`src/rtl/mc_ctrl_pkg.sv`:
```
`default_nettype none
// ----------------------------------------------------------------------------
// mc_ctrl_pkg : state codes, opcode constants and control encodings for the
//               multi-cycle MIPS-subset control sequencer.   Rev 1.0
// ----------------------------------------------------------------------------
package mc_ctrl_pkg;

  typedef enum logic [3:0] {
    S_FETCH    = 4'd0,
    S_DECODE   = 4'd1,
    S_MEM_ADDR = 4'd2,
    S_MEM_RD   = 4'd3,
    S_WB_MEM   = 4'd4,
    S_MEM_WR   = 4'd5,
    S_EXEC_R   = 4'd6,
    S_WB_R     = 4'd7,
    S_EXEC_I   = 4'd8,
    S_WB_I     = 4'd9,
    S_BRANCH   = 4'd10,
    S_JUMP     = 4'd11,
    S_JAL      = 4'd12,
    S_JR       = 4'd13,
    S_TRAP     = 4'd14
  } state_t;

  localparam logic [5:0] OP_RTYPE = 6'h00;
  localparam logic [5:0] OP_J     = 6'h02;
  localparam logic [5:0] OP_JAL   = 6'h03;
  localparam logic [5:0] OP_BEQ   = 6'h04;
  localparam logic [5:0] OP_BNE   = 6'h05;
  localparam logic [5:0] OP_BLT   = 6'h06;
  localparam logic [5:0] OP_BLE   = 6'h07;
  localparam logic [5:0] OP_ADDI  = 6'h08;
  localparam logic [5:0] OP_ORI   = 6'h0d;
  localparam logic [5:0] OP_LUI   = 6'h0f;
  localparam logic [5:0] OP_LW    = 6'h23;
  localparam logic [5:0] OP_SW    = 6'h2b;
  localparam logic [5:0] FN_JR    = 6'h08;

  localparam logic [2:0] ALU_ADD = 3'd0;
  localparam logic [2:0] ALU_SUB = 3'd1;
  localparam logic [2:0] ALU_RFN = 3'd2;
  localparam logic [2:0] ALU_ORI = 3'd3;
  localparam logic [2:0] ALU_LUI = 3'd4;
  localparam logic [2:0] ALU_SLT = 3'd5;

  localparam logic [1:0] PCSRC_ALU    = 2'd0;
  localparam logic [1:0] PCSRC_ALUOUT = 2'd1;
  localparam logic [1:0] PCSRC_JUMP   = 2'd2;
  localparam logic [1:0] PCSRC_RS     = 2'd3;

  localparam logic [1:0] SRCB_RT     = 2'd0;
  localparam logic [1:0] SRCB_FOUR   = 2'd1;
  localparam logic [1:0] SRCB_IMM    = 2'd2;
  localparam logic [1:0] SRCB_IMM_SH = 2'd3;

  localparam logic [1:0] REGDST_RT = 2'd0;
  localparam logic [1:0] REGDST_RD = 2'd1;
  localparam logic [1:0] REGDST_RA = 2'd2;

  localparam logic [1:0] M2R_ALUOUT = 2'd0;
  localparam logic [1:0] M2R_MDR    = 2'd1;
  localparam logic [1:0] M2R_PC     = 2'd2;

  localparam logic [2:0] BR_NONE = 3'd0;
  localparam logic [2:0] BR_BEQ  = 3'd1;
  localparam logic [2:0] BR_BNE  = 3'd2;
  localparam logic [2:0] BR_BLT  = 3'd3;
  localparam logic [2:0] BR_BLE  = 3'd4;

  typedef struct packed {
    logic       pc_write;
    logic       pc_write_cond;
    logic [2:0] branch_type;
    logic [1:0] pc_src;
    logic       iord;
    logic       mem_read;
    logic       mem_write;
    logic       ir_write;
    logic       reg_write;
    logic [1:0] reg_dst;
    logic [1:0] mem_to_reg;
    logic       alu_src_a;
    logic [1:0] alu_src_b;
    logic [2:0] alu_op;
    logic       illegal;
  } ctrl_word_t;

  function automatic logic [2:0] branch_type_of(input logic [5:0] op);
    logic [2:0] bt;
    bt = BR_NONE;
    case (op)
      OP_BEQ:  bt = BR_BEQ;
      OP_BNE:  bt = BR_BNE;
      OP_BLT:  bt = BR_BLT;
      OP_BLE:  bt = BR_BLE;
      default: bt = BR_NONE;
    endcase
    return bt;
  endfunction

  // A store retires on the cycle memory accepts it; every other last step retires unconditionally.
  function automatic logic is_retiring(input state_t s, input logic mem_ready);
    logic r;
    r = 1'b0;
    case (s)
      S_WB_R, S_WB_I, S_WB_MEM, S_BRANCH, S_JUMP, S_JAL, S_JR: r = 1'b1;
      S_MEM_WR: r = mem_ready;
      default:  r = 1'b0;
    endcase
    return r;
  endfunction

endpackage
`default_nettype wire

```
`src/rtl/mc_control_fsm_if.sv`:
```
`default_nettype none
// ----------------------------------------------------------------------------
// mc_control_fsm_if : opcode/memory handshake inputs and control-word outputs
//                     between sequencer (master) and datapath (slave).  Rev 1.0
// ----------------------------------------------------------------------------
interface mc_control_fsm_if #(
  parameter int CNT_W = 32
);
  logic [5:0]       instr_op_i;
  logic [5:0]       funct_i;
  logic             mem_ready_i;
  logic             PC_write_o;
  logic             PC_write_cond_o;
  logic [2:0]       BranchType_o;
  logic [1:0]       PCSrc_o;
  logic             IorD_o;
  logic             MemRead_o;
  logic             MemWrite_o;
  logic             IR_write_o;
  logic             RegWrite_o;
  logic [1:0]       RegDst_o;
  logic [1:0]       MemtoReg_o;
  logic             ALUSrcA_o;
  logic [1:0]       ALUSrcB_o;
  logic [2:0]       ALU_op_o;
  logic             illegal_o;
  logic [CNT_W-1:0] instr_count_o;
  logic [3:0]       state_o;

  modport master (
    input  instr_op_i, funct_i, mem_ready_i,
    output PC_write_o, PC_write_cond_o, BranchType_o, PCSrc_o, IorD_o,
           MemRead_o, MemWrite_o, IR_write_o, RegWrite_o, RegDst_o,
           MemtoReg_o, ALUSrcA_o, ALUSrcB_o, ALU_op_o, illegal_o,
           instr_count_o, state_o
  );

  modport slave (
    output instr_op_i, funct_i, mem_ready_i,
    input  PC_write_o, PC_write_cond_o, BranchType_o, PCSrc_o, IorD_o,
           MemRead_o, MemWrite_o, IR_write_o, RegWrite_o, RegDst_o,
           MemtoReg_o, ALUSrcA_o, ALUSrcB_o, ALU_op_o, illegal_o,
           instr_count_o, state_o
  );
endinterface
`default_nettype wire

```
`src/rtl/mc_ctrl_outdec.sv`:
```
`default_nettype none
// ----------------------------------------------------------------------------
// mc_ctrl_outdec : combinational state + opcode to control-word decoder.
//                  Rev 1.0
// ----------------------------------------------------------------------------
module mc_ctrl_outdec
  import mc_ctrl_pkg::*;
(
  input  state_t     state_i,
  input  logic [5:0] instr_op_i,
  input  logic       mem_ready_i,
  output ctrl_word_t ctrl_o
);

  always_comb begin
    ctrl_o             = '0;
    ctrl_o.branch_type = BR_NONE;
    ctrl_o.pc_src      = PCSRC_ALU;
    ctrl_o.reg_dst     = REGDST_RT;
    ctrl_o.mem_to_reg  = M2R_ALUOUT;
    ctrl_o.alu_src_b   = SRCB_RT;
    ctrl_o.alu_op      = ALU_ADD;

    case (state_i)
      S_FETCH: begin
        ctrl_o.mem_read  = 1'b1;
        ctrl_o.alu_src_b = SRCB_FOUR;
        ctrl_o.alu_op    = ALU_ADD;
        ctrl_o.pc_src    = PCSRC_ALU;
        // IR and PC only move on the cycle the instruction word actually arrives.
        ctrl_o.ir_write  = mem_ready_i;
        ctrl_o.pc_write  = mem_ready_i;
      end
      S_DECODE: begin
        ctrl_o.alu_src_b = SRCB_IMM_SH;
        ctrl_o.alu_op    = ALU_ADD;
      end
      S_MEM_ADDR: begin
        ctrl_o.alu_src_a = 1'b1;
        ctrl_o.alu_src_b = SRCB_IMM;
        ctrl_o.alu_op    = ALU_ADD;
      end
      S_MEM_RD: begin
        ctrl_o.mem_read = 1'b1;
        ctrl_o.iord     = 1'b1;
      end
      S_WB_MEM: begin
        ctrl_o.reg_write  = 1'b1;
        ctrl_o.reg_dst    = REGDST_RT;
        ctrl_o.mem_to_reg = M2R_MDR;
      end
      S_MEM_WR: begin
        ctrl_o.mem_write = 1'b1;
        ctrl_o.iord      = 1'b1;
      end
      S_EXEC_R: begin
        ctrl_o.alu_src_a = 1'b1;
        ctrl_o.alu_src_b = SRCB_RT;
        ctrl_o.alu_op    = ALU_RFN;
      end
      S_WB_R: begin
        ctrl_o.reg_write  = 1'b1;
        ctrl_o.reg_dst    = REGDST_RD;
        ctrl_o.mem_to_reg = M2R_ALUOUT;
      end
      S_EXEC_I: begin
        ctrl_o.alu_src_a = 1'b1;
        ctrl_o.alu_src_b = SRCB_IMM;
        case (instr_op_i)
          OP_ORI:  ctrl_o.alu_op = ALU_ORI;
          OP_LUI:  ctrl_o.alu_op = ALU_LUI;
          default: ctrl_o.alu_op = ALU_ADD;
        endcase
      end
      S_WB_I: begin
        ctrl_o.reg_write  = 1'b1;
        ctrl_o.reg_dst    = REGDST_RT;
        ctrl_o.mem_to_reg = M2R_ALUOUT;
      end
      S_BRANCH: begin
        ctrl_o.alu_src_a     = 1'b1;
        ctrl_o.alu_src_b     = SRCB_RT;
        ctrl_o.pc_write_cond = 1'b1;
        ctrl_o.pc_src        = PCSRC_ALUOUT;
        ctrl_o.branch_type   = branch_type_of(instr_op_i);
        ctrl_o.alu_op        = ((instr_op_i == OP_BEQ) || (instr_op_i == OP_BNE)) ?
                               ALU_SUB : ALU_SLT;
      end
      S_JUMP: begin
        ctrl_o.pc_write = 1'b1;
        ctrl_o.pc_src   = PCSRC_JUMP;
      end
      S_JAL: begin
        ctrl_o.pc_write   = 1'b1;
        ctrl_o.pc_src     = PCSRC_JUMP;
        ctrl_o.reg_write  = 1'b1;
        ctrl_o.reg_dst    = REGDST_RA;
        ctrl_o.mem_to_reg = M2R_PC;
      end
      S_JR: begin
        ctrl_o.pc_write = 1'b1;
        ctrl_o.pc_src   = PCSRC_RS;
      end
      S_TRAP: begin
        ctrl_o.illegal = 1'b1;
      end
      default: ;
    endcase
  end

endmodule
`default_nettype wire

```
`src/rtl/mc_control_fsm.sv`:
```
`default_nettype none
// ----------------------------------------------------------------------------
// mc_control_fsm : multi-cycle control sequencer -- state register, dispatch,
//                  memory-wait handling and retired-instruction counter. Rev 1.0
// ----------------------------------------------------------------------------
module mc_control_fsm
  import mc_ctrl_pkg::*;
#(
  parameter int CNT_W  = 32,
  parameter int PC_INC = 4
) (
  input  logic             clk_i,
  input  logic             rst_i,
  mc_control_fsm_if.master bus
);

  localparam logic [CNT_W-1:0] C_CNT_ONE = {{(CNT_W-1){1'b0}}, 1'b1};

  state_t           state_q, state_d;
  logic [CNT_W-1:0] count_q, count_d;
  ctrl_word_t       ctrl;

  // The FETCH constant select (ALUSrcB=1) is fixed in the datapath; no other step exists here.
  if (PC_INC != 4) begin : g_pc_inc_fixed
  end

  always_ff @(posedge clk_i or negedge rst_i) begin
    if (!rst_i) begin
      state_q <= S_FETCH;
      count_q <= '0;
    end else begin
      state_q <= state_d;
      count_q <= count_d;
    end
  end

  always_comb begin
    state_d = state_q;
    count_d = count_q;

    case (state_q)
      S_FETCH:    if (bus.mem_ready_i) state_d = S_DECODE;
      S_DECODE: begin
        case (bus.instr_op_i)
          OP_RTYPE:                       state_d = (bus.funct_i == FN_JR) ? S_JR : S_EXEC_R;
          OP_ADDI, OP_ORI, OP_LUI:        state_d = S_EXEC_I;
          OP_LW, OP_SW:                   state_d = S_MEM_ADDR;
          OP_BEQ, OP_BNE, OP_BLT, OP_BLE: state_d = S_BRANCH;
          OP_J:                           state_d = S_JUMP;
          OP_JAL:                         state_d = S_JAL;
          default:                        state_d = S_TRAP;
        endcase
      end
      S_MEM_ADDR: state_d = (bus.instr_op_i == OP_LW) ? S_MEM_RD : S_MEM_WR;
      S_MEM_RD:   if (bus.mem_ready_i) state_d = S_WB_MEM;
      S_MEM_WR:   if (bus.mem_ready_i) state_d = S_FETCH;
      S_EXEC_R:   state_d = S_WB_R;
      S_EXEC_I:   state_d = S_WB_I;
      S_WB_MEM, S_WB_R, S_WB_I, S_BRANCH,
      S_JUMP, S_JAL, S_JR, S_TRAP:
                  state_d = S_FETCH;
      default:    state_d = S_FETCH;
    endcase

    if (is_retiring(state_q, bus.mem_ready_i)) count_d = count_q + C_CNT_ONE;
  end

  mc_ctrl_outdec u_outdec (
    .state_i     (state_q),
    .instr_op_i  (bus.instr_op_i),
    .mem_ready_i (bus.mem_ready_i),
    .ctrl_o      (ctrl)
  );

  assign bus.PC_write_o      = ctrl.pc_write;
  assign bus.PC_write_cond_o = ctrl.pc_write_cond;
  assign bus.BranchType_o    = ctrl.branch_type;
  assign bus.PCSrc_o         = ctrl.pc_src;
  assign bus.IorD_o          = ctrl.iord;
  assign bus.MemRead_o       = ctrl.mem_read;
  assign bus.MemWrite_o      = ctrl.mem_write;
  assign bus.IR_write_o      = ctrl.ir_write;
  assign bus.RegWrite_o      = ctrl.reg_write;
  assign bus.RegDst_o        = ctrl.reg_dst;
  assign bus.MemtoReg_o      = ctrl.mem_to_reg;
  assign bus.ALUSrcA_o       = ctrl.alu_src_a;
  assign bus.ALUSrcB_o       = ctrl.alu_src_b;
  assign bus.ALU_op_o        = ctrl.alu_op;
  assign bus.illegal_o       = ctrl.illegal;
  assign bus.instr_count_o   = count_q;
  assign bus.state_o         = state_q;

endmodule
`default_nettype wire
```
`src/flat_wrapper.sv`:
```
// flat-port wrapper written by rule: the top's interface ports become plain ports
module mc_control_fsm_flat import mc_ctrl_pkg::*;
#(
  parameter int CNT_W  = 32,
  parameter int PC_INC = 4
)
  (clk_i, rst_i, bus_instr_op_i, bus_funct_i, bus_mem_ready_i, bus_PC_write_o, bus_PC_write_cond_o, bus_BranchType_o, bus_PCSrc_o, bus_IorD_o, bus_MemRead_o, bus_MemWrite_o, bus_IR_write_o, bus_RegWrite_o, bus_RegDst_o, bus_MemtoReg_o, bus_ALUSrcA_o, bus_ALUSrcB_o, bus_ALU_op_o, bus_illegal_o, bus_instr_count_o, bus_state_o);
  mc_control_fsm_if #(.CNT_W(CNT_W)) bus_i ();
  input  logic clk_i;
  input  logic rst_i;
  input wire logic [$bits(bus_i.instr_op_i)-1:0] bus_instr_op_i;
  input wire logic [$bits(bus_i.funct_i)-1:0] bus_funct_i;
  input wire logic [$bits(bus_i.mem_ready_i)-1:0] bus_mem_ready_i;
  output wire logic [$bits(bus_i.PC_write_o)-1:0] bus_PC_write_o;
  output wire logic [$bits(bus_i.PC_write_cond_o)-1:0] bus_PC_write_cond_o;
  output wire logic [$bits(bus_i.BranchType_o)-1:0] bus_BranchType_o;
  output wire logic [$bits(bus_i.PCSrc_o)-1:0] bus_PCSrc_o;
  output wire logic [$bits(bus_i.IorD_o)-1:0] bus_IorD_o;
  output wire logic [$bits(bus_i.MemRead_o)-1:0] bus_MemRead_o;
  output wire logic [$bits(bus_i.MemWrite_o)-1:0] bus_MemWrite_o;
  output wire logic [$bits(bus_i.IR_write_o)-1:0] bus_IR_write_o;
  output wire logic [$bits(bus_i.RegWrite_o)-1:0] bus_RegWrite_o;
  output wire logic [$bits(bus_i.RegDst_o)-1:0] bus_RegDst_o;
  output wire logic [$bits(bus_i.MemtoReg_o)-1:0] bus_MemtoReg_o;
  output wire logic [$bits(bus_i.ALUSrcA_o)-1:0] bus_ALUSrcA_o;
  output wire logic [$bits(bus_i.ALUSrcB_o)-1:0] bus_ALUSrcB_o;
  output wire logic [$bits(bus_i.ALU_op_o)-1:0] bus_ALU_op_o;
  output wire logic [$bits(bus_i.illegal_o)-1:0] bus_illegal_o;
  output wire logic [$bits(bus_i.instr_count_o)-1:0] bus_instr_count_o;
  output wire logic [$bits(bus_i.state_o)-1:0] bus_state_o;
  assign bus_i.instr_op_i = bus_instr_op_i;
  assign bus_i.funct_i = bus_funct_i;
  assign bus_i.mem_ready_i = bus_mem_ready_i;
  assign bus_PC_write_o = bus_i.PC_write_o;
  assign bus_PC_write_cond_o = bus_i.PC_write_cond_o;
  assign bus_BranchType_o = bus_i.BranchType_o;
  assign bus_PCSrc_o = bus_i.PCSrc_o;
  assign bus_IorD_o = bus_i.IorD_o;
  assign bus_MemRead_o = bus_i.MemRead_o;
  assign bus_MemWrite_o = bus_i.MemWrite_o;
  assign bus_IR_write_o = bus_i.IR_write_o;
  assign bus_RegWrite_o = bus_i.RegWrite_o;
  assign bus_RegDst_o = bus_i.RegDst_o;
  assign bus_MemtoReg_o = bus_i.MemtoReg_o;
  assign bus_ALUSrcA_o = bus_i.ALUSrcA_o;
  assign bus_ALUSrcB_o = bus_i.ALUSrcB_o;
  assign bus_ALU_op_o = bus_i.ALU_op_o;
  assign bus_illegal_o = bus_i.illegal_o;
  assign bus_instr_count_o = bus_i.instr_count_o;
  assign bus_state_o = bus_i.state_o;
  mc_control_fsm #(.CNT_W(CNT_W), .PC_INC(PC_INC)) u_core (.clk_i(clk_i), .rst_i(rst_i), .bus(bus_i));
endmodule
```
`config.mk`:
```
export PLATFORM = sky130hd
export DESIGN_NAME = mc_control_fsm_flat
export DESIGN_NICKNAME = d
export VERILOG_FILES = /design/src/rtl/mc_ctrl_pkg.sv /design/src/rtl/mc_control_fsm_if.sv /design/src/rtl/mc_ctrl_outdec.sv /design/src/rtl/mc_control_fsm.sv /design/src/flat_wrapper.sv
export SDC_FILE = /design/constraint.sdc
export NUM_CORES = 1
export LEC_CHECK = 0
export ABC_CLOCK_PERIOD_IN_PS = 4830
export CAP_MARGIN = 25
export CORE_MARGIN = 2
export CORE_UTILIZATION = 31
export DETAILED_ROUTE_END_ITERATION = 8
export PLACE_DENSITY = 0.57
export SLEW_MARGIN = 20
export SYNTH_ARGS = -nofsm -noshare
export SYNTH_HDL_FRONTEND = slang
export SYNTH_SLANG_ARGS = --single-unit
```
`constraint.sdc`:
```
create_clock -name clk_i -period 4.83 [get_ports clk_i]
set_clock_uncertainty 0.2 [all_clocks]
set_input_delay 0.483 -clock clk_i [delete_from_list [all_inputs] [get_ports clk_i]]
set_output_delay 0.483 -clock clk_i [all_outputs]
set_load 0.03 [all_outputs]
```
==> results of run 1 <==
[logic make-up (layout without fill, tap and decap cells)]
| group | Yosys count | in the layout | share of synthesized area |
|---|---|---|---|
| muxes | 3 | 3 | 0.01315 |
| adders and majority gates | 1 | 1 | 0.005057 |
| AOI/OAI and AO/OA | 37 | 37 | 0.1017 |
| and+or+nand+nor | 130 | 130 | 0.3298 |
| xor gates and xnor gates | 35 | 35 | 0.1239 |
| DFF | 36 | 36 | 0.3642 |
| buffers and inverters | 30 | 90 | 0.06222 |
[layer usage]
metal	track usage	share of wire	up-vias	wire length (um)
met4	0.02819	0.0082	0	48
li1	-	-	1091	-
met5	0	0	-	0
met2	0.2266	0.45	67	2637
met3	0.03707	0.061	5	357
met1	0.1892	0.48	987	2823
[worst max-delay path, stage by stage]
cell	delay [ps]
clkdlybuf4s50_1	710
and2_1	200
nand3_1	90
or4_1	420
a21oi_1	160
clkdlybuf4s50_1	690
[path summary, 6_finish.rpt]
path                                                           from                                       end  slack (ps)  depth (start not counted)
min in group asynchronous                                     rst_i  u_core.bus.instr_count_o[25]$_DFFE_PN0P_         410                          2
max reg2reg                       u_core.bus.state_o[2]$_DFFE_PN0P_  u_core.bus.instr_count_o[15]$_DFFE_PN0P_        2410                          4
max in group asynchronous                                     rst_i         u_core.bus.state_o[3]$_DFFE_PN0P_        3690                          2
max                                               bus_instr_op_i[3]                           bus_ALU_op_o[1]        1380                          6
min                        u_core.bus.instr_count_o[31]$_DFFE_PN0P_  u_core.bus.instr_count_o[31]$_DFFE_PN0P_         270                          1
min reg2reg                u_core.bus.instr_count_o[31]$_DFFE_PN0P_  u_core.bus.instr_count_o[31]$_DFFE_PN0P_         270                          1
[metrics by stage]
| step | std cells | instance area, sq um |
|---|---|---|
| 2_1_floorplan | 272 | 2474 |
| 3_3_place_gp | 427 | 3223 |
| 3_5_place_dp | 427 | 3223 |
| 4_1_cts | 434 | 3301 |
| 5_1_grt | 434 | 3301 |
| 6_report | 434 | 3301 |
[layout by cell type (no fill, tap or decap), drive strengths merged, types with 3 or more instances in the layout]
| cell | Yosys | layout |
|---|---|---|
| nor2b | 6 | 6 |
| and3 | 4 | 4 |
| inv | 8 | 8 |
| nand2b | 5 | 5 |
| xnor2 | 5 | 5 |
| clkbuf | 10 | 6 |
| clkdlybuf4s50 | 0 | 73 |
| nor3 | 16 | 16 |
| nand2 | 19 | 19 |
| o211ai | 3 | 3 |
| nor3b | 5 | 5 |
| nor4 | 14 | 14 |
| or2 | 4 | 4 |
| xor2 | 30 | 30 |
| a21oi | 8 | 8 |
| and4 | 6 | 6 |
| nand4 | 7 | 7 |
| nor2 | 21 | 21 |
| nand3 | 12 | 12 |
| dfrtp | 36 | 36 |
| o21ai | 10 | 10 |
[registers in the layout, summed over array words and instances, names as in the netlist]
| signal | count |
|---|---|
| u_core.bus.state_o | 4 |
| u_core.bus.instr_count_o | 32 |
[power by group through the flow]
stage | registers (mW) | clock network (mW) | logic (mW)
2_1_floorplan | 0.455 | 0 | 0.501
3_3_place_gp | 0.457 | 0 | 0.756
3_5_place_dp | 0.454 | 0 | 0.753
4_1_cts | 0.449 | 0.209 | 0.759
5_1_grt | 0.463 | 0.225 | 0.818
6_report | 0.448 | 0.202 | 0.752
[final cells by class]
type,count,area share
Clock buffer,6,0.02199
Clock inverter,1,0.001516
Inverter,8,0.009098
Multi-Input combinational cell,206,0.4299
Sequential cell,36,0.2729
Tap cell,102,0.03867
Timing Repair Buffer,75,0.2259
==> impl_metrics.json, run 1 <==
{
  "synth_cells": 272,
  "wl_per_cell_um": 13.52,
  "die-area_sq_um": 8710,
  "hpwl_um": 4095,
  "synth_edf_count": 0,
  "critPathArrivalTime_ps": 2760,
  "yosys_register_bits": 36,
  "worstPathRequired_ps": 4150,
  "hold_class": "reg2reg",
  "ys_types": 57,
  "htreeDepth": 2,
  "cts_buffers": 5,
  "synthesis.area_sq_um": 2474,
  "post-layout-total-power_mw": 1.402,
  "antenna_found_initial": 0,
  "fmax_mhz": 290.2,
  "drtAntennaViolNets": 0,
  "avgSynthCellArea_sq_um": 9.094,
  "dr_total_vias": 2150,
  "report.final.slew_viol_count": 0,
  "p_int_mw": 0.7463,
  "grt_use_total": 0.1403,
  "leakage_nw": 1.412,
  "num_rows": 32,
  "cts-resized-gates": 0,
  "postSynth.asyncResetShare": 1.000,
  "switching_power_mw": 0.6554,
  "fin_crit_ps": 3446,
  "root_buffer": "clkbuf_8",
  "areaGrowthSynthToFinish_pct": 33.43,
  "clk_pin_slew_worst_paths_ps": 70,
  "io_pins": 74,
  "finalCritPeriodShare": 0.7134,
  "drive_above_1_share": 0.09036,
  "gp_congestion": 0.7999,
  "pwr-share-comb": 0.537,
  "drtIter0Drc": 106,
  "final_nets": 348,
  "hold_ws_ps": 274.1,
  "clk_path_buf_depth": 2,
  "final_util": 0.4271,
  "io_buffer_count": 73,
  "finalWirelength_um": 5866,
  "die_w_um": 93.33,
  "post-cts-setup-buffers": 0,
  "clkPwrFrac": 0.144,
  "drtPass1Iterations": 4,
  "die_height_um": 93.33,
  "postCtsHoldBufs": 0,
  "fin_ws_ps": 1384,
  "drv_cap": 0,
  "yosysMostFrequentCell": "dfrtp_1",
  "ir_worst_vdd_mv": 0.4470,
  "grt_max_degree": 37,
  "cp_max_fo": 12,
  "diodes": 0,
  "p_seq_frac": 0.319,
  "cp-start-kind": "input port",
  "finalHoldViolations": 0,
  "insertion_delay_ps": 280,
  "tightestPinTransition_ps": 738.0,
  "yosysWarnings": 0,
  "grt_pass1_wl_um": 10060,
  "core_area_sq_um": 7727,
  "pre_cts_ws_ps": 1397,
  "setup_viol": 0,
  "ys_seq_area_frac": 0.3642,
  "ys_top_cells_by_area": "dfrtp_1 36%, xor2_1 11%, nor4_2 4.6%",
  "synth_top_cell_by_area": "dfrtp_1",
  "grt_pass1_vias": 2122,
  "via_per_inst": 4.954,
  "synth_common_cells": "36 x dfrtp_1, 30 x xor2_1, 21 x nor2_1",
  "critPathKind": "in2out",
  "nFillCells": 751,
  "cts_sinks": 36,
  "initial_core_util": 0.3201,
  "seq_area_sq_um": 900.9,
  "outcome": "completed",
  "syn_nets": 288,
  "drcViolationCount": 0,
  "swShare": 0.4676,
  "final.setup.tns_ps": 0,
  "cts_tree": "done",
  "p_per_area_nw_per_um2": 424.7,
  "multiInputGateArea_sq_um": 1419,
  "end_kind": "primary output",
  "rsz0062_at_grt": "false",
  "overflow": 0,
  "synth-main-ff-cell": "dfrtp_1",
  "synth_top_cell_area_share": 0.3642,
  "relSlewSlack": 0.5080
}
No activity file was read; power rests on OpenSTA's default activity.
==> inputs of run 2 (changes only) <==
--- a/config.mk
+++ b/config.mk
@@ -5,7 +5,7 @@
 export SDC_FILE = /design/constraint.sdc
 export NUM_CORES = 1
 export LEC_CHECK = 0
-export ABC_CLOCK_PERIOD_IN_PS = 4830
+export ABC_CLOCK_PERIOD_IN_PS = 3390
 export CAP_MARGIN = 25
 export CORE_MARGIN = 2
 export CORE_UTILIZATION = 31
==> constraint.sdc (replaced) <==
create_clock -name clk_i -period 3.39 [get_ports clk_i]
set_clock_uncertainty 0.2 [all_clocks]
set_input_delay 0.339 -clock clk_i [delete_from_list [all_inputs] [get_ports clk_i]]
set_output_delay 0.339 -clock clk_i [all_outputs]
set_load 0.03 [all_outputs]
==> run 2 against run 1 <==
Sequential share of layout area shrank 0.59 points; combinational power grew 52%; sequential power grew 33%; non-clock buffer count grew 8; clock power grew 55%; total power grew 47%; sequential cell count is the same; design area grew 2.2%; register-to-register slack lost 1300 ps; wire length grew 5.5%.
==> impl_metrics.json, run 2 (synthesis results as in run 1) <==
{
  "outcome": "completed",
  "drtPass1Iterations": 4,
  "insertion_delay_ps": 280,
  "final_cell_mix": "73 x clkdlybuf4s50_1, 36 x dfrtp_1, 30 x xor2_1, 21 x nor2_1, 19 x nand2_1",
  "areaGrowthSynthToFinish_pct": 36.37,
  "path_buf_inv": 2,
  "hold_class": "reg2reg",
  "rsz0062_at_grt": "false",
  "final_nets": 356,
  "cts_buffers": 5,
  "setup_viol": 0,
  "hpwl_um": 4399,
  "cts-resized-gates": 0,
  "postCtsHoldBufs": 0,
  "dr_total_vias": 2215,
  "die_height_um": 93.33,
  "htreeDepth": 2,
  "drtIter0Drc": 57,
  "via_per_inst": 5.000,
  "nFillCells": 766,
  "grt_pass1_wl_um": 10420,
  "grt_use_total": 0.1469,
  "final_common_cell": "clkdlybuf4s50_1",
  "hold_ws_ps": 270.9,
  "end_kind": "primary output",
  "slowest_delay_ps": 680,
  "io_buffer_count": 73,
  "drv_cap": 0,
  "critPathKind": "reg2out",
  "cp_max_fo": 15,
  "slowest_stage": "clkdlybuf4s50_1",
  "reg2reg_to": "u_core.bus.instr_count_o[15]$_DFFE_PN0P_",
  "die_w_um": 93.33,
  "report.final.slew_viol_count": 0,
  "whs_endpoint": "u_core.bus.instr_count_o[31]$_DFFE_PN0P_",
  "drive_above_1_share": 0.1114,
  "clk_path_buf_depth": 2,
  "diodes": 0,
  "worstPathRequired_ps": 2850,
  "largest_reg_flops": 32,
  "fmax_mhz": 332.6,
  "relSlewSlack": 0.6745,
  "io_pins": 74,
  "core_area_sq_um": 7727,
  "cp-start-kind": "flip-flop",
  "die-area_sq_um": 8710,
  "overflow": 0,
  "r2r_cells": 6,
  "post-cts-setup-buffers": 0,
  "drcViolationCount": 0,
  "finalHoldViolations": 0,
  "fin_crit_ps": 3007,
  "finalWirelength_um": 6187,
  "hold_start": "u_core.bus.instr_count_o[31]$_DFFE_PN0P_",
  "wl_per_cell_um": 13.97,
  "antenna_found_initial": 0,
  "final.setup.tns_ps": 0,
  "clk_pin_slew_worst_paths_ps": 70,
  "r2r_start": "u_core.bus.state_o[1]$_DFFE_PN0P_",
  "drtAntennaViolNets": 0,
  "crit_family": "buffers and inverters",
  "gp_congestion": 0.8068,
  "root_buffer": "clkbuf_8",
  "num_rows": 32,
  "grt_pass1_vias": 2170,
  "crit_chain": "nand2b_1, or2_2, inv_1, nand3_1, nor2_1, clkdlybuf4s50_1",
  "grt_max_degree": 37,
  "finalCritPeriodShare": 0.8869,
  "whs_path_depth": 1,
  "ir_worst_vdd_mv": 0.4835,
  "cts_sinks": 36,
  "tightestPinTransition_ps": 488.2,
  "cts_tree": "done",
  "p_per_area_nw_per_um2": 608.8,
  "critPathArrivalTime_ps": 2470,
  "leakage_nw": 1.455,
  "initial_core_util": 0.3201,
  "r2r_slack_ps": 1070
}
run 2: changes by cell type in the layout (fill, tap and decap cells not counted):
cell	change
clkinv_2	-1
clkbuf_1	+1
clkbuf_8	+1
buf_4	+8
run 2: layout make-up:
class,count,area (sq um),area share
clock buffers,8,90.09,0.02671
multi-input cells,206,1419,0.4206
flip-flops and latches,36,900.9,0.2671
repair buffers,83,805.8,0.2389
inverters,8,30.03,0.008902
well taps,102,127.6,0.03783
run 2: how the worst max path moves through the flow:
stage	start	to	slack, ps	cells after the start
after floorplan	u_core.bus.state_o[2]$_DFFE_PN0P_	bus_PC_write_o	660	5
after global placement	bus_instr_op_i[4]	bus_ALU_op_o[1]	440	6
after detailed placement	bus_instr_op_i[4]	bus_ALU_op_o[1]	420	6
after CTS	u_core.bus.state_o[3]$_DFFE_PN0P_	bus_BranchType_o[2]	350	6
after global routing	u_core.bus.state_o[3]$_DFFE_PN0P_	bus_BranchType_o[1]	160	6
final	u_core.bus.state_o[3]$_DFFE_PN0P_	bus_BranchType_o[1]	380	6
run 2: per-stage QoR:
step           cells  total power [mW]  worst slack (ps)    util  cell area, sq um
4_1_cts          443             2.078             353.9  0.4365              3373
3_3_place_gp     435             1.759             440.9  0.4249              3283
2_1_floorplan    272             1.361             657.1       -              2474
6_report         443             2.054             383.5  0.4365              3373
5_1_grt          443             2.199             160.9  0.4365              3373
3_5_place_dp     435             1.755             423.3  0.4249              3283
run 2: metal layers:
metal	up-vias	routed length [um]	global-route usage
li1	1103	-	-
met1	1045	2877	0.1923
met2	62	2884	0.2470
met3	5	372	0.03546
met4	0	52	0.02941
met5	-	0	0
run 2: report_power, final:
group          switching, mW  internal (mW)
clock network          0.147          0.166
registers              0.114          0.483
logic                  0.679          0.464
==> inputs of run 3 (changes only) <==
--- a/config.mk
+++ b/config.mk
@@ -5,11 +5,12 @@
 export SDC_FILE = /design/constraint.sdc
 export NUM_CORES = 1
 export LEC_CHECK = 0
-export ABC_CLOCK_PERIOD_IN_PS = 3390
+export ABC_CLOCK_PERIOD_IN_PS = 3570
 export CAP_MARGIN = 25
 export CORE_MARGIN = 2
 export CORE_UTILIZATION = 31
 export DETAILED_ROUTE_END_ITERATION = 8
+export GPL_ROUTABILITY_DRIVEN = 0
 export PLACE_DENSITY = 0.57
 export SLEW_MARGIN = 20
 export SYNTH_ARGS = -nofsm -noshare
==> constraint.sdc (replaced) <==
create_clock -name clk_i -period 3.57 [get_ports clk_i]
set_clock_uncertainty 0.2 [all_clocks]
set_input_delay 0.357 -clock clk_i [delete_from_list [all_inputs] [get_ports clk_i]]
set_output_delay 0.357 -clock clk_i [all_outputs]
set_load 0.03 [all_outputs]
==> run 3 against run 2 <==
Combinational power is 4% lower; worst hold slack hardly changed; die area stayed put; final cell count is 0.45% lower; utilization hardly changed; clock power is 1% lower; via count is 1.1% higher; count of clock-buffer cells in the layout is 1 lower; sequential share of layout area hardly changed; critical path depth stayed put; sequential power is 4.7% lower; first-iteration DRC count stayed put; critical path type is now in2out; critical endpoint is now bus_ALU_op_o[1].
==> impl_metrics.json, run 3 (synthesis results as in run 1) <==
{
  "final.setup.tns_ps": 0,
  "report.final.slew_viol_count": 0,
  "postCtsHoldBufs": 0,
  "initial_core_util": 0.3201,
  "finalHoldViolations": 0,
  "post-layout-total-power_mw": 1.967,
  "cp-endpoint": "bus_ALU_op_o[1]",
  "grt_max_degree": 37,
  "final_cell_mix": "73 x clkdlybuf4s50_1, 36 x dfrtp_1, 30 x xor2_1, 21 x nor2_1, 19 x nand2_1",
  "cp-start-kind": "input port",
  "num_rows": 32,
  "grt_util_met1": 0.1912,
  "r2r_cells": 4,
  "cts_sinks": 36,
  "switching_power_mw": 0.8963,
  "die-area_sq_um": 8710,
  "grtUsageMet2": 0.2494,
  "via_per_inst": 5.079,
  "core_area_sq_um": 7727,
  "clkPwrFrac": 0.157,
  "drtIter0Drc": 57,
  "fin_crit_ps": 3124,
  "busiest_layer": "met2",
  "cts_tree": "done",
  "clk_pin_slew_worst_paths_ps": 70,
  "r2r_start": "u_core.bus.state_o[3]$_DFFE_PN0P_",
  "diodes": 0,
  "critPathArrivalTime_ps": 2570,
  "drive_above_1_share": 0.1121,
  "largest_reg_flops": 32,
  "final_nets": 355,
  "die_w_um": 93.33,
  "grt_pass1_vias": 2292,
  "p_int_mw": 1.071,
  "tightestPinTransition_ps": 512.6,
  "ir_worst_vdd_mv": 0.4048,
  "hpwl_um": 4438,
  "post-cts-setup-buffers": 0,
  "root_buffer": "clkbuf_8",
  "clk_path_buf_depth": 2,
  "grt_pass1_wl_um": 10580,
  "r2r_slack_ps": 1170,
  "use_met3": 0.03868,
  "finalCritPeriodShare": 0.8752,
  "outcome": "completed",
  "drtPass1Iterations": 5,
  "critPathKind": "in2out",
  "final_common_cell": "clkdlybuf4s50_1",
  "io_pins": 74,
  "p_per_area_nw_per_um2": 583.4,
  "setup_viol": 0,
  "placedInstanceArea_sq_um": 3276,
  "drtAntennaViolNets": 0,
  "grt_use_total": 0.1484,
  "leakage_nw": 1.456,
  "startpoint": "bus_instr_op_i[5]",
  "areaGrowthSynthToFinish_pct": 36.32,
  "die_height_um": 93.33,
  "cp_max_fo": 8,
  "pwr-share-comb": 0.553,
  "swShare": 0.4556,
  "io_buffer_count": 73,
  "design_area_sq_um": 3372,
  "fmax_mhz": 320.1,
  "antenna_found_initial": 0,
  "htreeDepth": 2,
  "relSlewSlack": 0.6583,
  "drv_cap": 0,
  "worstPathRequired_ps": 3010,
  "cts_buffers": 5,
  "rsz0062_at_grt": "false",
  "dr_total_vias": 2240,
  "overflow": 0,
  "reg2reg_to": "u_core.bus.instr_count_o[15]$_DFFE_PN0P_",
  "hold_class": "reg2reg",
  "drcViolationCount": 0,
  "p_seq_frac": 0.289,
  "insertion_delay_ps": 280,
  "wl_per_cell_um": 14.05,
  "end_kind": "primary output",
  "finalWirelength_um": 6198,
  "cts-resized-gates": 0
}
-- run 3: cell types whose count changed in the layout (fill, tap and decap cells not counted) --
cell      before  now
buf_4         10    9
clkbuf_1       2    0
clkbuf_8       6    7
-- run 3: per-layer routing --
metal  wire [um]  part of all wire
met5           0                 0
met2        2868              0.46
met3         371             0.060
met4          68             0.011
met1        2891              0.47
-- run 3: worst min-delay path by stage --
stage                                             start  slack (ps)                                        to  depth (start not counted)
3_5_place_dp   u_core.bus.instr_count_o[31]$_DFFE_PN0P_         260  u_core.bus.instr_count_o[31]$_DFFE_PN0P_                          1
5_1_grt        u_core.bus.instr_count_o[31]$_DFFE_PN0P_         290  u_core.bus.instr_count_o[31]$_DFFE_PN0P_                          1
4_1_cts        u_core.bus.instr_count_o[31]$_DFFE_PN0P_         280  u_core.bus.instr_count_o[31]$_DFFE_PN0P_                          1
3_3_place_gp   u_core.bus.instr_count_o[31]$_DFFE_PN0P_         260  u_core.bus.instr_count_o[31]$_DFFE_PN0P_                          1
2_1_floorplan                                     rst_i        -140   u_core.bus.instr_count_o[0]$_DFFE_PN0P_                          0
6_report       u_core.bus.instr_count_o[31]$_DFFE_PN0P_         270  u_core.bus.instr_count_o[31]$_DFFE_PN0P_                          1
-- run 3: through the flow --
stage | util | setup slack, ps | hold WS, ps | instances
finish | 0.4364 | 445.6 | 271.1 | 441
global route | 0.4364 | 295.9 | 288.3 | 441
CTS | 0.4364 | 454.4 | 277.3 | 441
detailed placement | 0.4239 | 455.6 | 263.2 | 434
global placement | 0.4239 | 477.5 | 258.2 | 434
floorplan | - | 819.1 | -138.6 | 272
-- run 3: cell type report --
cell class	instances	area [sq um]
Clock buffer	7	96.34
Fill cell	793	4355
Inverter	8	30.03
Multi-Input combinational cell	206	1419
Sequential cell	36	900.9
Tap cell	102	127.6
Timing Repair Buffer	82	798.3
-- run 3: power groups by stage --
| stage | sequential, mW | combinational [mW] | clock [mW] |
|---|---|---|---|
| final | 0.569 | 1.09 | 0.309 |
| after global routing | 0.582 | 1.18 | 0.343 |
| after CTS | 0.567 | 1.10 | 0.322 |
| after detailed placement | 0.574 | 1.09 | 0 |
| after global placement | 0.574 | 1.09 | 0 |
| after floorplan | 0.615 | 0.678 | 0 |
-- run 3: worst max-delay path: stages --
cell and delay (ps):
clkdlybuf4s50_1 540, nor2_1 300, nand3_1 130, or4_1 400, a21oi_1 150, clkdlybuf4s50_1 690
